==> config.mk <==
export PLATFORM = sky130hd
export DESIGN_NAME = spi_master_24bit
export DESIGN_NICKNAME = d
export VERILOG_FILES = /design/src/rtl/spi_master_pkg.sv /design/src/rtl/spi_master_24bit_clk_div.sv /design/src/rtl/spi_master_24bit.sv
export SDC_FILE = /design/constraint.sdc
export NUM_CORES = 1
export LEC_CHECK = 0
export CORE_MARGIN = 4
export CORE_UTILIZATION = 38
export CTS_CLUSTER_SIZE = 40
export DETAILED_ROUTE_END_ITERATION = 8
export HOLD_SLACK_MARGIN = 0.15
export SYNTH_ARGS = -nofsm -noshare
export SYNTH_HDL_FRONTEND = slang
export SYNTH_SLANG_ARGS = --single-unit
==> constraint.sdc <==
create_clock -name clk -period 2.9 [get_ports clk]
set_clock_uncertainty 0.2 [all_clocks]
set_input_delay 0.435 -clock clk [delete_from_list [all_inputs] [get_ports clk]]
set_output_delay 0.435 -clock clk [all_outputs]
set_load 0.005 [all_outputs]
==> src/rtl/spi_master_pkg.sv <==
// spi_master_pkg: shared state encoding and frame geometry for the 24-bit SPI master
package spi_master_pkg;
  typedef enum logic [2:0] {ST_IDLE, ST_SETUP, ST_SCK_HI, ST_SCK_LO, ST_HOLD, ST_DONE} state_t;
  localparam int FRAME_BITS = 24;
  localparam int ADDR_BITS = 8;
  localparam int DATA_BITS = 16;
  localparam int RDATA_FIRST_BIT = 8;
endpackage

==> src/rtl/spi_master_24bit_clk_div.sv <==
// spi_clk_div: loadable down-counter giving a one-cycle tick after load_val enabled cycles
module spi_clk_div
  import spi_master_pkg::*;
#(
  parameter int W = 8
) (
  input  logic         clk,
  input  logic         rst_n,
  input  logic         en,
  input  logic         load,
  input  logic         clear,
  input  logic [W-1:0] load_val,
  output logic         tick
);
  logic [W-1:0] cnt;
  always_ff @(posedge clk) begin
    if (!rst_n || clear) cnt <= '0;
    else if (load) cnt <= load_val;
    else if (en && cnt != '0) cnt <= cnt - 1'b1;
  end
  assign tick = en && cnt == W'(1);
endmodule

==> src/rtl/spi_master_24bit.sv <==
// spi_master_24bit: mode-0 SPI master sending {addr, wdata} MSB first and capturing 16 readback bits
module spi_master_24bit
  import spi_master_pkg::*;
#(
  parameter int CLK_DIV  = 4,
  parameter int CS_SETUP = 2,
  parameter int CS_HOLD  = 2
) (
  input  logic        clk,
  input  logic        rst_n,
  input  logic        start,
  input  logic [7:0]  addr,
  input  logic [15:0] wdata,
  output logic        busy,
  output logic        done,
  output logic [15:0] rdata,
  output logic        cs,
  output logic        sclk,
  output logic        mosi,
  input  logic        miso
);
  state_t state;
  logic [4:0] bit_cnt;
  logic [FRAME_BITS-1:0] sh;
  logic [DATA_BITS-1:0] rx;
  logic en, load, tick, last;
  logic [7:0] load_val;
  always_comb begin
    en = state inside {ST_SETUP, ST_SCK_HI, ST_SCK_LO, ST_HOLD};
    last = bit_cnt == 5'(FRAME_BITS - 1);
    load = (state == ST_IDLE && start) || (tick && state != ST_HOLD);
    load_val = state == ST_IDLE ? 8'(CS_SETUP) : (state == ST_SCK_LO && last) ? 8'(CS_HOLD) : 8'(CLK_DIV);
  end
  spi_clk_div #(.W(8)) u_div (
    .clk(clk), .rst_n(rst_n), .en(en), .load(load), .clear(state == ST_DONE),
    .load_val(load_val), .tick(tick)
  );
  always_ff @(posedge clk) begin
    if (!rst_n) begin
      state <= ST_IDLE;
      cs <= 1'b1;
      sclk <= 1'b0;
      mosi <= 1'b0;
      busy <= 1'b0;
      done <= 1'b0;
      rdata <= '0;
      bit_cnt <= '0;
      sh <= '0;
      rx <= '0;
    end else begin
      unique case (state)
        ST_IDLE: if (start) begin
          state <= ST_SETUP;
          cs <= 1'b0;
          busy <= 1'b1;
          sh <= {addr, wdata};
          mosi <= addr[ADDR_BITS-1];
          bit_cnt <= '0;
        end
        ST_SETUP: if (tick) begin
          state <= ST_SCK_HI;
          sclk <= 1'b1;
        end
        ST_SCK_HI: if (tick) begin
          state <= ST_SCK_LO;
          sclk <= 1'b0;
          mosi <= sh[FRAME_BITS-2];
          sh <= sh << 1;
        end
        ST_SCK_LO: if (tick) begin
          if (last) state <= ST_HOLD;
          else begin
            state <= ST_SCK_HI;
            sclk <= 1'b1;
            bit_cnt <= bit_cnt + 1'b1;
            // the rising edge about to happen is bit bit_cnt+1; keep bits 8..23 only
            if (bit_cnt >= 5'(RDATA_FIRST_BIT - 1)) rx <= {rx[DATA_BITS-2:0], miso};
          end
        end
        ST_HOLD: if (tick) begin
          state <= ST_DONE;
          cs <= 1'b1;
          busy <= 1'b0;
          done <= 1'b1;
          rdata <= rx;
        end
        ST_DONE: begin
          state <= ST_IDLE;
          done <= 1'b0;
        end
        default: state <= ST_IDLE;
      endcase
    end
  end
endmodule

==> impl_metrics.json <==
{
  "synth_xor_area_share_pct": 1.079,
  "die_area_um2": 10090,
  "fin_tns_setup_ns": 0,
  "netlist_instances": 347,
  "cts_resized": 0,
  "period_share_pct": 82.72,
  "hold_buffers": 0,
  "slew_viol_final": 0,
  "ys_seq_elements": 76,
  "synth_top_area_cell": "dfxtp_1",
  "synth_flop_cell": "dfxtp_1",
  "ant_nets": 0,
  "setup_viol": 0,
  "fp-row-count": 33,
  "crit_chain": "inv_1 > ha_1 > or3b_1 > or4_4 > or3_1 > a21oi_1",
  "num_antenna_cells": 0,
  "ir_drop_uv": 261.3,
  "hold_path.startpoint": "done",
  "async_flop_share_pct": 0,
  "synth_area_leaders": "dfxtp_1 47%, mux2i_1 6.8%, a211oi_1 5.5%",
  "cts_tree": "yes",
  "grt_max_degree": 49,
  "track_usage_pct": 15.05,
  "cts_root_buf": "clkbuf_8",
  "synthAdderAreaFrac_pct": 1.156,
  "cts.htree.levels": 3,
  "synth-compound-area-share_pct": 23.31,
  "final_hold_viol_count": 0,
  "hold_slack_ns": 0.2576,
  "min_path_type": "flip-flop to flip-flop",
  "postCtsSetupRepairBufs": 0,
  "clkTransAtPathRegs_ns": 0.08,
  "drt_pre_antenna_iters": 4,
  "worstSetupStartpointType": "flip-flop",
  "grt_pass1_wl_mm": 12.35,
  "synth_edf_count": 0,
  "drv_cap": 0,
  "max_freq_ghz": 0.4169,
  "p_per_area_nw_per_um2": 563.0,
  "cts.sinks": 76,
  "drtIter0Drc": 177,
  "drc": 0,
  "port-buffer-count": 48,
  "drive_gt1_share_pct": 9.848,
  "vias": 2708,
  "slew_headroom_pct": 58.92,
  "worstSetupPathType": "flip-flop to flip-flop",
  "gp_congestion": 0.7984,
  "synth_common_cells": "76 x dfxtp_1, 32 x nor2_1, 26 x a21oi_1",
  "pin_count": 49,
  "grt_overflow_total": 0,
  "yosys.area.top_type_share_pct": 46.86,
  "rsz0062_at_grt": "false",
  "insertion_delay_ns": 0.34,
  "syn_area_um2": 3247,
  "cp_max_fo": 21,
  "yosys.area_share.simple_pct": 16.45,
  "die_h_um": 100.4,
  "start_util_pct": 39.32,
  "nets": 422,
  "leakage_nw": 1.589,
  "critPathMaxStageDelay_ns": 0.65,
  "ys_warn_count": 0,
  "wire_per_inst_um": 14.14,
  "syn_nets": 378,
  "grt_pass1_vias": 2522,
  "cts_inserted_buffers": 9,
  "hpwl_mm": 4.677,
  "clockBufferDepth": 2,
  "end_kind": "flip-flop",
  "synthMuxAreaShare_pct": 7.129,
  "period_needed_ns": 2.399,
  "coreArea_um2": 8258,
  "worst_pin_slew_ns": 0.6077,
  "regToRegStartpoint": "u_div.cnt[1]",
  "synth_top_family_by_area": "compound AO/OA/AOI/OAI gates",
  "viasPerCell": 5.405,
  "synth_cell_types": 49,
  "cp-startpoint": "u_div.cnt[1]",
  "synthMostInstantiatedCell": "dfxtp_1",
  "fp.dieW_um": 100.4,
  "avgSynthCellArea_um2": 9.357,
  "antenna_found_initial": 0,
  "seq_area_frac_synth_pct": 46.86,
  "worstPathArrival_ns": 2.48,
  "area_growth_pct": 25.01,
  "totalWireLength_mm": 7.084,
  "status": "completed",
  "cp.required_ns": 2.98,
  "crit_slowest_cell": "or4_4"
}
-- per-layer routing --
layer	track usage [%]	wire, um	up-vias
met2	21.66	3097	51
met1	21.68	3579	1259
met5	0	0	-
met3	4.795	344	6
li1	-	-	1392
met4	3.938	62	0
-- per-stage QoR --
step / instances / cell area, um^2 / util (%) / total power [mW] / setup slack (ns)
6_report: 501 / 4059 / 49.15 / 2.285 / 0.5011
5_1_grt: 501 / 4059 / 49.15 / 2.410 / 0.3879
4_1_cts: 501 / 4059 / 49.15 / 2.320 / 0.4972
3_5_place_dp: 485 / 3857 / 46.71 / 1.498 / 0.2455
3_3_place_gp: 485 / 3857 / 46.71 / 1.490 / 0.2978
2_1_floorplan: 347 / 3247 / - / 1.377 / 0.5070
-- logic make-up (layout without fill, tap and decap cells) --
group | after synthesis | count (layout)
buffers and inverters | 31 | 80
multiplexers | 23 | 23
AND/OR/NAND/NOR | 97 | 97
XOR/XNOR | 4 | 4
AO/OA/AOI/OAI | 113 | 113
flip-flops | 76 | 76
adder cells (fa/ha/maj) | 3 | 3
-- worst max-delay path: cells and delay by family (launching register included) --
family / cells / cell delay, ns
simple gates: 3 / 1.42
flops: 1 / 0.30
fa+ha+maj: 1 / 0.18
compound gates: 1 / 0.14
buf+inv: 1 / 0.10
-- final timing paths --
check | cells past startpoint | end | slack (ns)
min reg2reg | 1 | done | 0.26
min | 1 | done | 0.26
max | 6 | bit_cnt[3] | 0.50
max reg2reg | 6 | bit_cnt[3] | 0.50
-- area by class of cell --
type | count | area [um^2]
fill | 794 | 4199
multi-input combinational | 240 | 1614
sequential | 76 | 1521
timing repair buffer | 58 | 568.0
clock buffer | 11 | 141.4
tap | 105 | 131.4
clock inverter | 5 | 60.06
inverter | 6 | 22.52
-- state kept, by name (all words and copies together) (netlist names) --
name	flops
u_div.cnt	8
mosi	1
bit_cnt	5
rx	16
sclk	1
rdata	16
done	1
cs	1
busy	1
sh	23
state	3
-- placed cells by master, fill, tap and decap left out, types with 17 or more instances in the layout --
cell type,synthesis,final
dfxtp_1,76,76
nor2_1,32,32
mux2i_1,22,22
o21ai_0,24,24
nand3_1,20,20
clkdlybuf4s50_1,0,48
a211oi_1,24,24
a22o_1,17,17
a21oi_1,26,26
-- report_power, final --
part / switching (mW) / leakage (nW) / internal [mW]
clock network: 0.387 / 0.0999 / 0.424
logic: 0.178 / 0.869 / 0.160
registers: 0.0407 / 0.619 / 1.10
(Power assumes the default switching activity.)
